**config.mk**
```make
export PLATFORM = sky130hd
export DESIGN_NAME = shader_sequencer
export DESIGN_NICKNAME = d
export VERILOG_FILES = /design/src/rtl/shader_pkg.sv /design/src/rtl/shader_prog_mem.sv /design/src/rtl/shader_sequencer.sv
export SDC_FILE = /design/constraint.sdc
export NUM_CORES = 1
export LEC_CHECK = 0
export BUFFER_PORTS_ARGS = -buffer_cell sky130_fd_sc_hd__buf_4
export CAP_MARGIN = 20
export CORE_MARGIN = 4
export CORE_UTILIZATION = 50
export CTS_CLUSTER_DIAMETER = 100
export DETAILED_ROUTE_END_ITERATION = 16
export PLACE_DENSITY = 0.67
export SLEW_MARGIN = 5
export SYNTH_ARGS = -nofsm -noshare
export SYNTH_HDL_FRONTEND = slang
export SYNTH_SLANG_ARGS = --single-unit
```
**constraint.sdc**
```tcl
create_clock -name clk -period 3.8 [get_ports clk]
set_input_delay 0.19 -clock clk [delete_from_list [all_inputs] [get_ports clk]]
set_output_delay 0.19 -clock clk [all_outputs]
set_load 0.005 [all_outputs]
```
**src/rtl/shader_pkg.sv**
```systemverilog
// Shared definitions for the shader sequencer: opcodes, FSM states and
// instruction field layout {op, mask, dest, srcA, srcB, imm}, MSB first.
package shader_pkg;

    typedef enum logic [2:0] {
        OP_ADD  = 3'b000,
        OP_MUL  = 3'b001,
        OP_AND  = 3'b010,
        OP_OR   = 3'b011,
        OP_NOP  = 3'b100,
        OP_LOOP = 3'b101,
        OP_RSV  = 3'b110,
        OP_HALT = 3'b111
    } opcode_e;

    typedef enum logic [1:0] {
        ST_IDLE = 2'd0,
        ST_RUN  = 2'd1,
        ST_DONE = 2'd2
    } seq_state_e;

    localparam int OP_W  = 3;
    localparam int IMM_W = 8;

    function automatic int instr_width(input int lanes, input int rw);
        return OP_W + lanes + 3 * rw + IMM_W;
    endfunction

    function automatic int op_lsb(input int lanes, input int rw);
        return lanes + 3 * rw + IMM_W;
    endfunction

    function automatic int mask_lsb(input int rw);
        return 3 * rw + IMM_W;
    endfunction

    function automatic int dest_lsb(input int rw);
        return 2 * rw + IMM_W;
    endfunction

    function automatic int srca_lsb(input int rw);
        return rw + IMM_W;
    endfunction

    function automatic int srcb_lsb();
        return IMM_W;
    endfunction

endpackage

```
**src/rtl/shader_prog_mem.sv**
```systemverilog
// Program store for the shader sequencer: synchronous write, asynchronous read.
// Contents are deliberately not reset.
module shader_prog_mem #(
    parameter int DEPTH = 16,
    parameter int IW    = 24,
    localparam int AW   = $clog2(DEPTH)
) (
    input  logic          clk,
    input  logic          we,
    input  logic [AW-1:0] waddr,
    input  logic [IW-1:0] wdata,
    input  logic [AW-1:0] raddr,
    output logic [IW-1:0] rdata
);

    logic [IW-1:0] mem_r [DEPTH];

    // Program write port
    always_ff @(posedge clk) begin
        if (we) begin
            mem_r[waddr] <= wdata;
        end
    end

    assign rdata = mem_r[raddr];

endmodule

```
**src/rtl/shader_sequencer.sv**
```systemverilog
// Shader instruction sequencer: fetches, decodes and issues ALU instructions
// with a valid/ready handshake. Define SHADER_SEQ_LOOP_EN to enable LOOP.
module shader_sequencer
    import shader_pkg::*;
#(
    parameter int LANES  = 4,
    parameter int NREGS  = 8,
    parameter int DEPTH  = 16,
    localparam int RW    = $clog2(NREGS),
    localparam int AW    = $clog2(DEPTH),
    localparam int IW    = instr_width(LANES, RW)
) (
    input  logic             clk,
    input  logic             rst,
    input  logic             start,
    input  logic             prog_we,
    input  logic [AW-1:0]    prog_addr,
    input  logic [IW-1:0]    prog_wdata,
    output logic             out_valid,
    input  logic             out_ready,
    output logic [1:0]       alu_op,
    output logic [LANES-1:0] lane_mask,
    output logic [RW-1:0]    dest,
    output logic [RW-1:0]    srcA,
    output logic [RW-1:0]    srcB,
    output logic [AW-1:0]    out_pc,
    output logic             busy,
    output logic             done
);

    localparam int OP_LSB   = op_lsb(LANES, RW);
    localparam int MASK_LSB = mask_lsb(RW);
    localparam int DEST_LSB = dest_lsb(RW);
    localparam int SRCA_LSB = srca_lsb(RW);
    localparam int SRCB_LSB = srcb_lsb();

    seq_state_e       state_r, state_nx_s;
    logic [AW-1:0]    pc_r, pc_inc_s;
    logic             launch_r;
    logic [IW-1:0]    instr_s;
    opcode_e          op_s;
    logic             start_ok_s, slot_free_s, fetch_en_s, mem_we_s;
    logic             busy_s, done_s;
    logic             unused_imm_s;

    logic             out_valid_r;
    logic [1:0]       alu_op_r;
    logic [LANES-1:0] lane_mask_r;
    logic [RW-1:0]    dest_r, srca_r, srcb_r;
    logic [AW-1:0]    out_pc_r;

`ifdef SHADER_SEQ_LOOP_EN
    logic             loop_act_r;
    logic [RW-1:0]    loop_cnt_r;
    logic [RW-1:0]    loop_req_s;
    logic [AW-1:0]    loop_tgt_s;

    assign loop_req_s = instr_s[DEST_LSB +: RW];
    assign loop_tgt_s = instr_s[AW-1:0];
`endif

    shader_prog_mem #(
        .DEPTH (DEPTH),
        .IW    (IW)
    ) u_prog_mem (
        .clk   (clk),
        .we    (mem_we_s),
        .waddr (prog_addr),
        .wdata (prog_wdata),
        .raddr (pc_r),
        .rdata (instr_s)
    );

    assign op_s         = opcode_e'(instr_s[OP_LSB +: OP_W]);
    assign unused_imm_s = ^instr_s[IMM_W-1:0];
    assign mem_we_s     = prog_we && (state_r != ST_RUN);
    assign start_ok_s   = start && (state_r != ST_RUN);
    assign pc_inc_s     = (pc_r == AW'(DEPTH - 1)) ? '0 : pc_r + AW'(1);
    // A HALT is only taken with a free slot, so a pending issue always drains first.
    assign slot_free_s  = !out_valid_r || out_ready;
    assign fetch_en_s   = (state_r == ST_RUN) && !launch_r && slot_free_s;

    // FSM state register
    always_ff @(posedge clk) begin
        if (rst) begin
            state_r <= ST_IDLE;
        end else begin
            state_r <= state_nx_s;
        end
    end

    // FSM next-state logic
    always_comb begin
        state_nx_s = state_r;
        case (state_r)
            ST_IDLE: begin
                if (start) state_nx_s = ST_RUN;
                else       state_nx_s = ST_IDLE;
            end
            ST_RUN: begin
                if (fetch_en_s && (op_s == OP_HALT)) state_nx_s = ST_DONE;
                else                                 state_nx_s = ST_RUN;
            end
            ST_DONE: begin
                if (start) state_nx_s = ST_RUN;
                else       state_nx_s = ST_DONE;
            end
            default: state_nx_s = ST_IDLE;
        endcase
    end

    // FSM status outputs
    always_comb begin
        busy_s = 1'b0;
        done_s = 1'b0;
        case (state_r)
            ST_RUN:  busy_s = 1'b1;
            ST_DONE: done_s = 1'b1;
            default: begin
                busy_s = 1'b0;
                done_s = 1'b0;
            end
        endcase
    end

    // Fetch, pc/loop update and registered decode of issued instructions
    always_ff @(posedge clk) begin
        if (rst) begin
            pc_r        <= '0;
            launch_r    <= 1'b0;
            out_valid_r <= 1'b0;
            alu_op_r    <= 2'b00;
            lane_mask_r <= '0;
            dest_r      <= '0;
            srca_r      <= '0;
            srcb_r      <= '0;
            out_pc_r    <= '0;
`ifdef SHADER_SEQ_LOOP_EN
            loop_act_r  <= 1'b0;
            loop_cnt_r  <= '0;
`endif
        end else if (start_ok_s) begin
            // One priming cycle after start so the first issue lands two cycles later.
            pc_r        <= '0;
            launch_r    <= 1'b1;
`ifdef SHADER_SEQ_LOOP_EN
            loop_act_r  <= 1'b0;
            loop_cnt_r  <= '0;
`endif
        end else begin
            launch_r <= 1'b0;
            if (fetch_en_s) begin
                case (op_s)
                    OP_ADD, OP_MUL, OP_AND, OP_OR: begin
                        out_valid_r <= 1'b1;
                        alu_op_r    <= instr_s[OP_LSB +: 2];
                        lane_mask_r <= instr_s[MASK_LSB +: LANES];
                        dest_r      <= instr_s[DEST_LSB +: RW];
                        srca_r      <= instr_s[SRCA_LSB +: RW];
                        srcb_r      <= instr_s[SRCB_LSB +: RW];
                        out_pc_r    <= pc_r;
                        pc_r        <= pc_inc_s;
                    end
                    OP_HALT: begin
                        out_valid_r <= 1'b0;
                    end
`ifdef SHADER_SEQ_LOOP_EN
                    OP_LOOP: begin
                        out_valid_r <= 1'b0;
                        if (!loop_act_r) begin
                            if (loop_req_s == '0) begin
                                pc_r <= pc_inc_s;
                            end else begin
                                loop_act_r <= 1'b1;
                                loop_cnt_r <= loop_req_s - RW'(1);
                                pc_r       <= loop_tgt_s;
                            end
                        end else if (loop_cnt_r != '0) begin
                            loop_cnt_r <= loop_cnt_r - RW'(1);
                            pc_r       <= loop_tgt_s;
                        end else begin
                            loop_act_r <= 1'b0;
                            pc_r       <= pc_inc_s;
                        end
                    end
`endif
                    default: begin
                        out_valid_r <= 1'b0;
                        pc_r        <= pc_inc_s;
                    end
                endcase
            end else if (out_valid_r && out_ready) begin
                out_valid_r <= 1'b0;
            end
        end
    end

    assign out_valid = out_valid_r;
    assign alu_op    = alu_op_r;
    assign lane_mask = lane_mask_r;
    assign dest      = dest_r;
    assign srcA      = srca_r;
    assign srcB      = srcb_r;
    assign out_pc    = out_pc_r;
    assign busy      = busy_s;
    assign done      = done_s;

endmodule

```
==> impl_metrics.py <==
metrics = {
    "critical_path": {
        "cp.required_ns": 4.21,
        "crit_arrival_ns": 3.30,
        "cp_max_fo": 22,
        "end_kind": "register",
        "cp-start-kind": "register",
        "crit_type": "reg -> reg",
    },
    "finish": {
        "finalNonFillerCells": 898,
        "nets": 634,
        "post-route-cell-area_um2": 12800,
        "antenna-diode-count": 0,
        "fillers": 1523,
        "final_cell_mix": "edfxtp_1, mux4_2, buf_4",
        "area_growth_syn_to_layout_pct": 17.4,
        "final_common_cell": "edfxtp_1",
        "drive_gt1_frac": 0.329,
    },
    "floorplanning": {
        "num_rows": 53,
        "die_w_um": 156,
        "initial_utilization": 0.513,
        "ios": 55,
        "dieHeight_um": 156,
        "die_area_um2": 24200,
        "core_area_um2": 21200,
    },
    "sta": {
        "clock.fmax_mhz": 345,
        "slew_headroom": 0.562,
        "hold_violations": 0,
        "post-route-period-util": 0.763,
        "rsz0062_at_grt": "no",
        "setup_violations": 0,
        "timing.hold.ws_ns": 0.0247,
        "period_needed_ns": 2.90,
        "tns_ns": 0,
        "worst_pin_slew_ns": 0.654,
        "skew_ns": 0.0307,
        "slew_viol_final": 0,
    },
    "synthesis": {
        "syn_avg_cell_area_um2": 21.7,
        "yosys_warnings": 0,
        "yosysTopAreaCell": "edfxtp_1",
        "syn_inst": 503,
        "syn_nets": 537,
        "synthTopCellsByArea": "edfxtp_1, mux4_2, dfxtp_1",
        "synth_seq_cells": 287,
        "yosysTopAreaCellShare": 0.706,
        "synth-edff-count": 256,
        "synthDistinctLibCells": 38,
        "seq_area_frac_synth": 0.763,
        "synthesis.area_um2": 10900,
        "async_flop_share": 0,
        "synth_ff_type": "edfxtp_1",
    },
    "placement": {
        "placed_cells": 826,
        "io_buffers": 46,
        "dpl_cell_area_um2": 11700,
        "dp_hpwl_um": 12700,
        "place.gp.congestion": 0.813,
    },
    "drt": {
        "vias": 5195,
        "routedWlPerCell_um": 24.7,
        "final_antenna_net_count": 0,
        "drc": 0,
        "avgViaCountPerCell": 5.79,
        "dr.pass1.iters": 4,
        "drt_iter0_markers": 406,
        "drt_wl_total_um": 22200,
    },
    "clocking": {
        "clockBufferDepth": 3,
        "cts.htree.levels": 1,
        "cts.repair.resized": 0,
        "cts_setup_buffers": 0,
        "ctsHoldBuffers": 18,
        "cts.sinks": 287,
        "cts_tree": "built",
        "clk_pin_slew_ns": 0.06,
        "numCtsBuffers": 29,
        "clk_latency_ns": 0.55,
        "clockRootBuffer": "clkbuf_16",
    },
    "pwr": {
        "p_leak_uw": 0.00410,
        "peakVddDrop_mv": 0.494,
        "p_total_uw": 6520,
        "power_density_nw_per_um2": 509,
    },
    "worst_hold_path": {
        "worst_hold_path_type": "in -> reg",
    },
    "global_routing": {
        "grt_pass1_wl_um": 33600,
        "grt_overflow": 0,
        "antenna_found_initial": 0,
        "first_global_vias": 5300,
        "grt_max_degree": 33,
        "grt_usage": 0.188,
    },
    "job": {
        "cap_violations": 0,
    },
    "outcome": {
        "status": "complete, no violations",
    },
}
-- flip-flops by register name (all words and copies together) (netlist names), named ones only --
name and count:
u_prog_mem.mem_r 256, lane_mask 4, out_pc 4, pc_r 4, dest 3, srcA 3, srcB 3, alu_op 2
state_r 2, launch_r 1, out_valid 1
-- critical path, stage by stage (launching register included) --
cell	delay [ns]
dfxtp_4	0.63
mux4_1	0.61
mux4_2	0.55
nor2_4	0.38
buf_4	0.32
mux2i_1	0.21
nor2_1	0.05
-- path summary, 6_finish.rpt --
check | from | to | slack [ns] | depth (start not counted)
worst max-delay path | register | srcA[2] | 0.90 | 6
worst min-delay path | rst | dest[0] | 0.02 | 2
worst max register to register | register | srcA[2] | 0.90 | 6
worst min register to register | srcA[1] | srcA[1] | 0.50 | 2
-- area by class of cell --
cell class	count	area (um^2)	share of cell area
clock buffers	46	820	0.0641
clock inverters	8	93.8	0.00733
inverters	1	3.75	0.000293
multi-input cells	192	2510	0.196
flip-flops and latches	287	8310	0.650
well taps	275	344	0.0269
repair buffers	89	713	0.0557
-- report_power, final --
group | switching [uW] | total [uW] | internal, uW
combinational | 158 | 307 | 149
clock | 1100 | 2700 | 1610
sequential | 26.2 | 3500 | 3480
-- kinds of logic (layout without fill, tap and decap cells) --
kind of cell | count (synthesis) | after routing | share of synthesized area
adder cells (fa/ha/maj) | 1 | 1 | 0.00115
AND/OR/NAND/NOR | 74 | 74 | 0.0315
flip-flops | 287 | 287 | 0.763
multiplexers | 99 | 99 | 0.182
AO/OA/AOI/OAI | 18 | 18 | 0.0109
buffers and inverters | 24 | 144 | 0.0121
-- through the flow --
step	worst slack (ns)	utilization
after floorplan	1.14	-
after global placement	0.907	0.551
after detailed placement	0.844	0.551
after CTS	0.840	0.603
after global routing	0.727	0.603
final	0.902	0.603
-- per-layer routing --
| metal | up-vias | wire length, um | global-route usage |
|---|---|---|---|
| li1 | 2281 | - | - |
| met1 | 2720 | 9150 | 0.275 |
| met2 | 166 | 11200 | 0.305 |
| met3 | 28 | 1510 | 0.0305 |
| met4 | 0 | 354 | 0.0400 |
| met5 | - | 0 | 0 |
-- Yosys cell counts (2+ instances only) --
cell type,count
edfxtp_1,256
nand4_1,2
a22oi_1,2
nor2b_1,4
nand2b_1,5
a21oi_1,6
or3_1,2
buf_2,6
nor3_1,5
dfxtp_1,31
buf_8,2
mux4_2,74
mux4_1,4
mux2i_1,21
nor2_1,36
a22o_1,2
clkbuf_1,12
nand2_1,13
Note: power is estimated with default switching activity, not from simulation.
